$ cat src/rtl/vx_warp_select.sv
`default_nettype none
// ============================================================================
// Module      : vx_warp_select
// Description : Warp-selection engine with fixed-priority or round-robin issue,
//               per-warp stall / local-barrier tracking and a deadlock flag.
// Revision    : 1.0 - initial release
// ============================================================================
module vx_warp_select #(
    parameter int NUM_WARPS     = 8,
    parameter int NUM_BARRIERS  = 4,
    parameter int POLICY        = 1,
    parameter int STALL_TIMEOUT = 100000,
    parameter int NW_WIDTH      = $clog2(NUM_WARPS),
    parameter int NB_WIDTH      = (NUM_BARRIERS > 1) ? $clog2(NUM_BARRIERS) : 1
) (
    input  logic                 clk,
    input  logic                 reset,
    input  logic [NUM_WARPS-1:0] active_mask,
    input  logic                 unstall_valid,
    input  logic [NW_WIDTH-1:0]  unstall_wid,
    input  logic                 bar_valid,
    input  logic [NW_WIDTH-1:0]  bar_wid,
    input  logic [NB_WIDTH-1:0]  bar_id,
    input  logic [NW_WIDTH-1:0]  bar_size_m1,
    output logic                 sched_valid,
    output logic [NW_WIDTH-1:0]  sched_wid,
    input  logic                 sched_ready,
    output logic [NUM_WARPS-1:0] stalled_mask,
    output logic [NUM_WARPS-1:0] barrier_mask,
    output logic                 timeout,
    output logic                 busy
);

    logic [NUM_WARPS-1:0] stalled_q, stalled_d;
    logic [NUM_WARPS-1:0] bmask_q, bmask_d;
    logic [NUM_WARPS-1:0] barrier_q [NUM_BARRIERS];
    logic [NUM_WARPS-1:0] barrier_d [NUM_BARRIERS];
    logic                 valid_q, valid_d;
    logic [NW_WIDTH-1:0]  wid_q, wid_d;
    logic [NW_WIDTH-1:0]  rr_q, rr_d;
    logic [31:0]          cnt_q, cnt_d;
    logic                 timeout_q, timeout_d;

    logic [NUM_WARPS-1:0] ready;
    logic [NW_WIDTH-1:0]  base, idx, sel_wid;
    logic                 sel_found, load, idle;
    logic [NUM_WARPS-1:0] bar_sel, bar_others;
    logic [NW_WIDTH:0]    bar_cnt;
    logic                 bar_release;

    assign ready = active_mask & ~stalled_q & ~bmask_q;
    assign load  = (!valid_q || sched_ready) && sel_found;

    // Descending scan so the smallest offset from the base wins.
    always_comb begin
        sel_found = 1'b0;
        sel_wid   = '0;
        idx       = '0;
        base      = (POLICY != 0) ? rr_q : '0;
        for (int i = NUM_WARPS - 1; i >= 0; i--) begin
            idx = base + NW_WIDTH'(i);
            if (ready[idx]) begin
                sel_found = 1'b1;
                sel_wid   = idx;
            end
        end
    end

    always_comb begin
        bar_sel = '0;
        for (int b = 0; b < NUM_BARRIERS; b++) begin
            if (bar_id == NB_WIDTH'(b)) bar_sel = barrier_q[b];
        end
        bar_others = bar_sel & ~(NUM_WARPS'(1) << bar_wid);
        bar_cnt    = '0;
        for (int j = 0; j < NUM_WARPS; j++) begin
            bar_cnt = bar_cnt + (NW_WIDTH + 1)'(bar_others[j]);
        end
        bar_release = (bar_cnt == {1'b0, bar_size_m1});
        bmask_d     = '0;
        for (int b = 0; b < NUM_BARRIERS; b++) begin
            barrier_d[b] = barrier_q[b];
            if (bar_valid && bar_id == NB_WIDTH'(b)) begin
                if (bar_release) barrier_d[b] = '0;
                else             barrier_d[b][bar_wid] = 1'b1;
            end
            bmask_d = bmask_d | barrier_d[b];
        end
    end

    // The load-set is applied last so it overrides every clear of the same bit.
    always_comb begin
        stalled_d = stalled_q;
        if (unstall_valid) stalled_d[unstall_wid] = 1'b0;
        if (bar_valid)     stalled_d[bar_wid]     = 1'b0;
        stalled_d = stalled_d & active_mask;
        if (load)          stalled_d[sel_wid]     = 1'b1;
    end

    always_comb begin
        valid_d = valid_q;
        wid_d   = wid_q;
        rr_d    = rr_q;
        if (load) begin
            valid_d = 1'b1;
            wid_d   = sel_wid;
            rr_d    = sel_wid + NW_WIDTH'(1);
        end else if (sched_ready) begin
            valid_d = 1'b0;
        end
    end

    assign idle      = (|active_mask) && !(|ready) && !valid_q;
    assign cnt_d     = idle ? cnt_q + 32'd1 : 32'd0;
    assign timeout_d = timeout_q || (idle && cnt_d >= 32'(STALL_TIMEOUT));

    always_ff @(posedge clk or posedge reset) begin
        if (reset) begin
            stalled_q <= '0;
            bmask_q   <= '0;
            valid_q   <= 1'b0;
            wid_q     <= '0;
            rr_q      <= '0;
            cnt_q     <= '0;
            timeout_q <= 1'b0;
            for (int b = 0; b < NUM_BARRIERS; b++) barrier_q[b] <= '0;
        end else begin
            stalled_q <= stalled_d;
            bmask_q   <= bmask_d;
            valid_q   <= valid_d;
            wid_q     <= wid_d;
            rr_q      <= rr_d;
            cnt_q     <= cnt_d;
            timeout_q <= timeout_d;
            for (int b = 0; b < NUM_BARRIERS; b++) barrier_q[b] <= barrier_d[b];
        end
    end

    assign sched_valid  = valid_q;
    assign sched_wid    = wid_q;
    assign stalled_mask = stalled_q;
    assign barrier_mask = bmask_q;
    assign timeout      = timeout_q;
    assign busy         = (|active_mask) || valid_q;

endmodule
`default_nettype wire
$ cat config.mk
export PLATFORM = sky130hd
export DESIGN_NAME = vx_warp_select
export DESIGN_NICKNAME = d
export VERILOG_FILES = /design/src/rtl/vx_warp_select.sv
export SDC_FILE = /design/constraint.sdc
export NUM_CORES = 1
export LEC_CHECK = 0
export ABC_AREA = 1
export CAP_MARGIN = 20
export CORE_MARGIN = 3
export CORE_UTILIZATION = 40
export CTS_CLUSTER_SIZE = 40
export DETAILED_ROUTE_END_ITERATION = 16
export REMOVE_ABC_BUFFERS = 1
export SLEW_MARGIN = 0
export SYNTH_ARGS = -nofsm -noshare
export SYNTH_HDL_FRONTEND = slang
export SYNTH_SLANG_ARGS = --single-unit
export TNS_END_PERCENT = 5
$ cat constraint.sdc
create_clock -name clk -period 11.5 [get_ports clk]
set_input_delay 1.725 -clock clk [delete_from_list [all_inputs] [get_ports clk]]
set_output_delay 1.725 -clock clk [all_outputs]
set_load 0.05 [all_outputs]
Yosys cells after proc, flatten, opt, wreduce, memory -nomap -nowiden --
Cells that the tools add are included.
Word-level totals: ROM bits 0, input bits 24, memories 0, output and inout port bits 22, memory bits (writable) 0, bits in latches 0, register bits 88, word-level logic and storage cells 142
Operators by class: add/subtract/negate cells 16, muxes and demuxes 56, shift-type cells 1, equal/unequal tests 4, magnitude comparators 15, div/mod/pow operators 0, bitwise logic cells 19, $mul 0, reduce and logical (&&, ||, !) cells 20
Operator list (count):
- $mux 8 | 15
- $or 8x8->8 | 8
- $and 8x8->8 | 6
- $lt 3x4->1 const B | 11
- $not 8->8 | 5
- $add 32x1->32 const B | 1
- $ge 32x17->1 const B | 1
- $mux 32 | 1
- $bmux 1 s3 | 8
- $mux 3 | 8
- $mux 1 | 21
- $add 4x1->4 | 4
- $reduce_or 8->1 | 2
- $add 3x3->3 const B | 4
- $logic_and 1x1->1 | 11
- $demux 1 s3 | 3
- $ge 3x1->1 const B | 3
- $shl 1x3->8 const A | 1
- $add 3x1->3 const B | 2
- $add 3x2->3 const B | 2
- $add 3x1->4 | 1
- $eq 2x2->1 const B | 2
- $eq 4x3->1 | 1
- $add 2x1->3 | 1
- other kinds (6) | 9

Logic depth before layout (Yosys ltp) --
depth after elaboration 19, mapped depth 22, gate-level depth less buffers 22

Least setup slack after synthesis --
OpenSTA, ideal clock, no wires.
path kind input-to-reg, from input port bar_id[0], to register bmask_q[0] (netlist: barrier_mask[0]), slack 5.799 ns, data required time 11.369 ns, library setup time 0.131 ns, path buffers 0, cell stages on the path 21, data arrival time 5.570 ns, path through inv_1 > nor2_1 > clkinv_1 > o22ai_1 > a21oi_1 > o21ai_0 > nand2_1 > inv_1 > fa_1 > inv_1 > fa_1 > inv_1 > fa_1 > ha_1 > inv_1 > fa_1 > xor2_1 > a2111oi_2 > nand3_1 > nand2_1 > nand4_1
Between the ends: longest elaborated chain between the ends 19, elaborated cells between the ends (all ways) 32, classes of those cells add/sub (7); eq/ne (4); mux (12); bitwise (4); reduce/logical (5)
Ends and longest elaborated chain:
- start: declaration | line 23 | input logic [NB_WIDTH-1:0] bar_id,
- $logic_not 2->1 | line 72, 83
- $mux 8 (4 in a row) | line 72 | if (bar_id == NB_WIDTH'(b)) bar_sel = barrier_q[b];
- $and 8x8->8 | line 74 | bar_others = bar_sel & ~(NUM_WARPS'(1) << bar_wid);
- $add 1x1->2 | line 77 | bar_cnt = bar_cnt + (NW_WIDTH + 1)'(bar_others[j]);
- $add 2x1->3 | line 77
- $add 3x1->4 | line 77
- $add 4x1->4 (4 in a row) | line 77
- $eq 4x3->1 | line 79 | bar_release = (bar_cnt == {1'b0, bar_size_m1});
- $mux 8 | line 84 | if (bar_release) barrier_d[b] = '0;
- $mux 8 | line 83 | if (bar_valid && bar_id == NB_WIDTH'(b)) begin
- $or 8x8->8 (2 in a row) | line 87 | bmask_d = bmask_d | barrier_d[b];
- $or 8x8->8 (*) | line 87
- net bmask_d[0] | line 35 | logic [NUM_WARPS-1:0] bmask_q, bmask_d;
- end signal: assignment | line 129 | bmask_q <= bmask_d;
- end: declaration | line 35
The timed path passes the listed nets; every way through them passes the cells marked *. A chain may end at the register's enable or synchronous reset.

Worst setup path after layout --
from input port bar_id[0], to register bmask_q[1] (netlist: barrier_mask[1])
The elaborated chain is that of the path after synthesis.

==> flow_metrics.env <==
export IMPL_status="finished clean"
export IMPL_ctsHoldBuffers=0
export IMPL_setup_viol=0
export IMPL_hold_viol=0
export IMPL_worstPathRequired_ps=11710
export IMPL_fp_dieH_um=124
export IMPL_final_setup_tns_ps=0
export IMPL_post_route_drc_count=0
export IMPL_critPathMaxStageDelay_ps=540
export IMPL_clk_pin_slew_ps=60
export IMPL_cts_buffer_depth=2
export IMPL_synth_edff_count=0
export IMPL_min_period_ps=6580
export IMPL_dp_hpwl_mm=11.9
export IMPL_synth_common_cells="183 x nand2_1, 163 x inv_1, 88 x dfrtp_1"
export IMPL_ys_warn_count=0
export IMPL_worstSetupEndpointType="flop"
export IMPL_port_buffers=45
export IMPL_dr_pass1_iters=5
export IMPL_grt_first_pass_wirelength_mm=25.5
export IMPL_drtIter0Drc=506
export IMPL_startpoint_type="input port"
export IMPL_cap_violations=0
export IMPL_setup_ws_ps=4920
export IMPL_start_util_pct=41.7
export IMPL_nets=876
export IMPL_min_period_over_period_pct=57.3
export IMPL_tightest_slew_ps=886
export IMPL_peakVddDrop_uv=191
export IMPL_cts_root_buffer="clkbuf_16"
export IMPL_synthTopCellsByArea="dfrtp_1 39%, nand2_1 12%, inv_1 11%"
export IMPL_antenna_found_initial=0
export IMPL_max_slew_margin_pct=40.9
export IMPL_arrival_ps=6790
export IMPL_avgSynthCellArea_um2=7.09
export IMPL_multi_input_area_mm2=0.00273
export IMPL_die_w_um=124
export IMPL_finClkSkew_ps=6.68
export IMPL_drt_wl_total_mm=15.3
export IMPL_area_growth_pct=16.9
export IMPL_grt_pass1_vias=5237
export IMPL_pin_count=46
export IMPL_final_max_slew_viol_count=0
export IMPL_clock_sinks=88
export IMPL_final_antenna_net_count=0
export IMPL_ys_ff_latch=88
export IMPL_post_cts_setup_buffer_count=0
export IMPL_path_class="input port to flop"
export IMPL_powerDensity_mw_per_mm2=246
export IMPL_seq_area_frac_synth_pct=39.3
export IMPL_rsz0062_at_grt="no"
export IMPL_grt_usage_pct=19.9
export IMPL_htreeDepth=3
export IMPL_num_antenna_cells=0
export IMPL_gp_congestion=0.920
export IMPL_num_vias=5375
export IMPL_hold_path_class="flop to flop"
export IMPL_drt_wirelength_per_cell_um=14.9
export IMPL_final_fill_count=1356
export IMPL_dieArea_mm2=0.0155
export IMPL_async_reset_ff_share_pct=100
export IMPL_p_leak_nw=3.47
export IMPL_clkLatencyLatePin_ps=340
export IMPL_fmax_mhz=152
export IMPL_rows=42
export IMPL_synthFlopType="dfrtp_1"
export IMPL_synthesis_area_mm2=0.00561
export IMPL_avgViaCountPerCell=5.26
export IMPL_synthCells=791
export IMPL_cts_tree="yes"
export IMPL_cts_resized=0
export IMPL_synth_area_leader_cell="dfrtp_1"
export IMPL_critPathMaxFanout=9
export IMPL_layout_drive_gt1_share_pct=5.20
export IMPL_grt_ovfl_total=0
export IMPL_synth_top_area_share_pct=39.3
export IMPL_yosysMostFrequentCell="nand2_1"
export IMPL_grt_max_degree=74
export IMPL_post_place_ws_ps=4620
export IMPL_utilization_pct=48.7
export IMPL_synth_cell_type_count=44
export IMPL_core_area_mm2=0.0135
export IMPL_slowest_stage="clkdlybuf4s50_1"
export IMPL_worstPathCellList="clkdlybuf4s50_1, inv_1, nor2_1, clkinv_1, o22ai_1, a21oi_1, o21ai_0, nand2_1, inv_1, fa_1, inv_1, fa_1, inv_1, fa_1, ha_1, inv_1, fa_1, xnor2_1, a2111oi_2, nand3_1, nand2_1, nand4_1"
export IMPL_numCtsBuffers=9
export IMPL_regArea_mm2=0.00220
export IMPL_cp_common_cell="inv_1"
==> logic make-up (layout without fill, tap and decap cells) <==
group | Yosys count | count (layout) | share of synthesized area (%)
AO/OA/AOI/OAI | 99 | 99 | 10.9
AND/OR/NAND/NOR | 405 | 405 | 32.7
XOR/XNOR | 12 | 12 | 2.14
buffers and inverters | 176 | 231 | 12.0
adder cells (fa/ha/maj) | 11 | 11 | 2.99
flip-flops | 88 | 88 | 39.3
==> path summary, 6_finish.rpt <==
check,from,end,slack [ps],cells past startpoint
max,bar_id[0],barrier_mask[1],4920,22
min,sched_wid[2],sched_wid[2],490,2
max reg2reg,barrier_q[19],barrier_mask[1],6760,19
min reg2reg,sched_wid[2],sched_wid[2],490,2
max in group asynchronous,reset,barrier_q[18],8700,3
min in group asynchronous,reset,sched_wid[1],1640,2
==> critical path, delay by kind of cell <==
kind	cells	cell delay, ps
AND/OR/NAND/NOR	5	960
buffers and inverters	7	1230
XOR/XNOR	1	160
adder cells (fa/ha/maj)	5	1890
AO/OA/AOI/OAI	4	830
==> report_power, final <==
part           switching (mW)  internal, mW
Clock                   0.126         0.175
Sequential             0.0610         0.390
Combinational           0.576         0.283
Total                   0.764         0.848
==> cell usage in the layout (no fill, tap or decap), drive strengths merged, types with 6 or more instances in the layout <==
master and instances:
nand2 187, inv 166, dfrtp 88, nand3 87, nor2 71, clkdlybuf4s50 45, o21ai 42, nand4 27
nor3 19, a21oi 18, o21bai 10, clkbuf 10, xor2 9, o22ai 8, o2111ai 8, ha 7
clkinv 6
==> layout make-up <==
type                    instances  area share, %
clock inverters                 6           1.03
multi-input cells             527           41.7
repair buffers                 46           6.99
inverters                     169           9.70
clock buffers                  10           3.65
well taps                     176           3.36
flip-flops and latches         88           33.6
==> per-layer routing <==
metal | up-vias | global-route usage, % | wire length, um
met4 | 0 | 6.83 | 270
li1 | 2643 | - | -
met2 | 131 | 31.9 | 7200
met5 | - | 0 | 0
met1 | 2578 | 27.2 | 7180
met3 | 23 | 3.47 | 607
==> registers in the layout (all words and copies together), names as in the netlist <==
| signal | flops |
|---|---|
| barrier_mask | 8 |
| barrier_q | 32 |
| base | 3 |
| cnt_q | 32 |
| sched_valid | 1 |
| sched_wid | 3 |
| stalled_mask | 8 |
| timeout | 1 |
==> stage by stage <==
step | cells | hold WS (ps) | area [um2] | power (mW)
detailed placement | 1006 | 464 | 6250 | 1.31
global route | 1022 | 502 | 6550 | 1.75
CTS | 1022 | 492 | 6550 | 1.61
finish | 1022 | 488 | 6550 | 1.61
floorplan | 784 | 474 | 5570 | 1.08
global placement | 1006 | 463 | 6250 | 1.28
(Power assumes the default switching activity.)
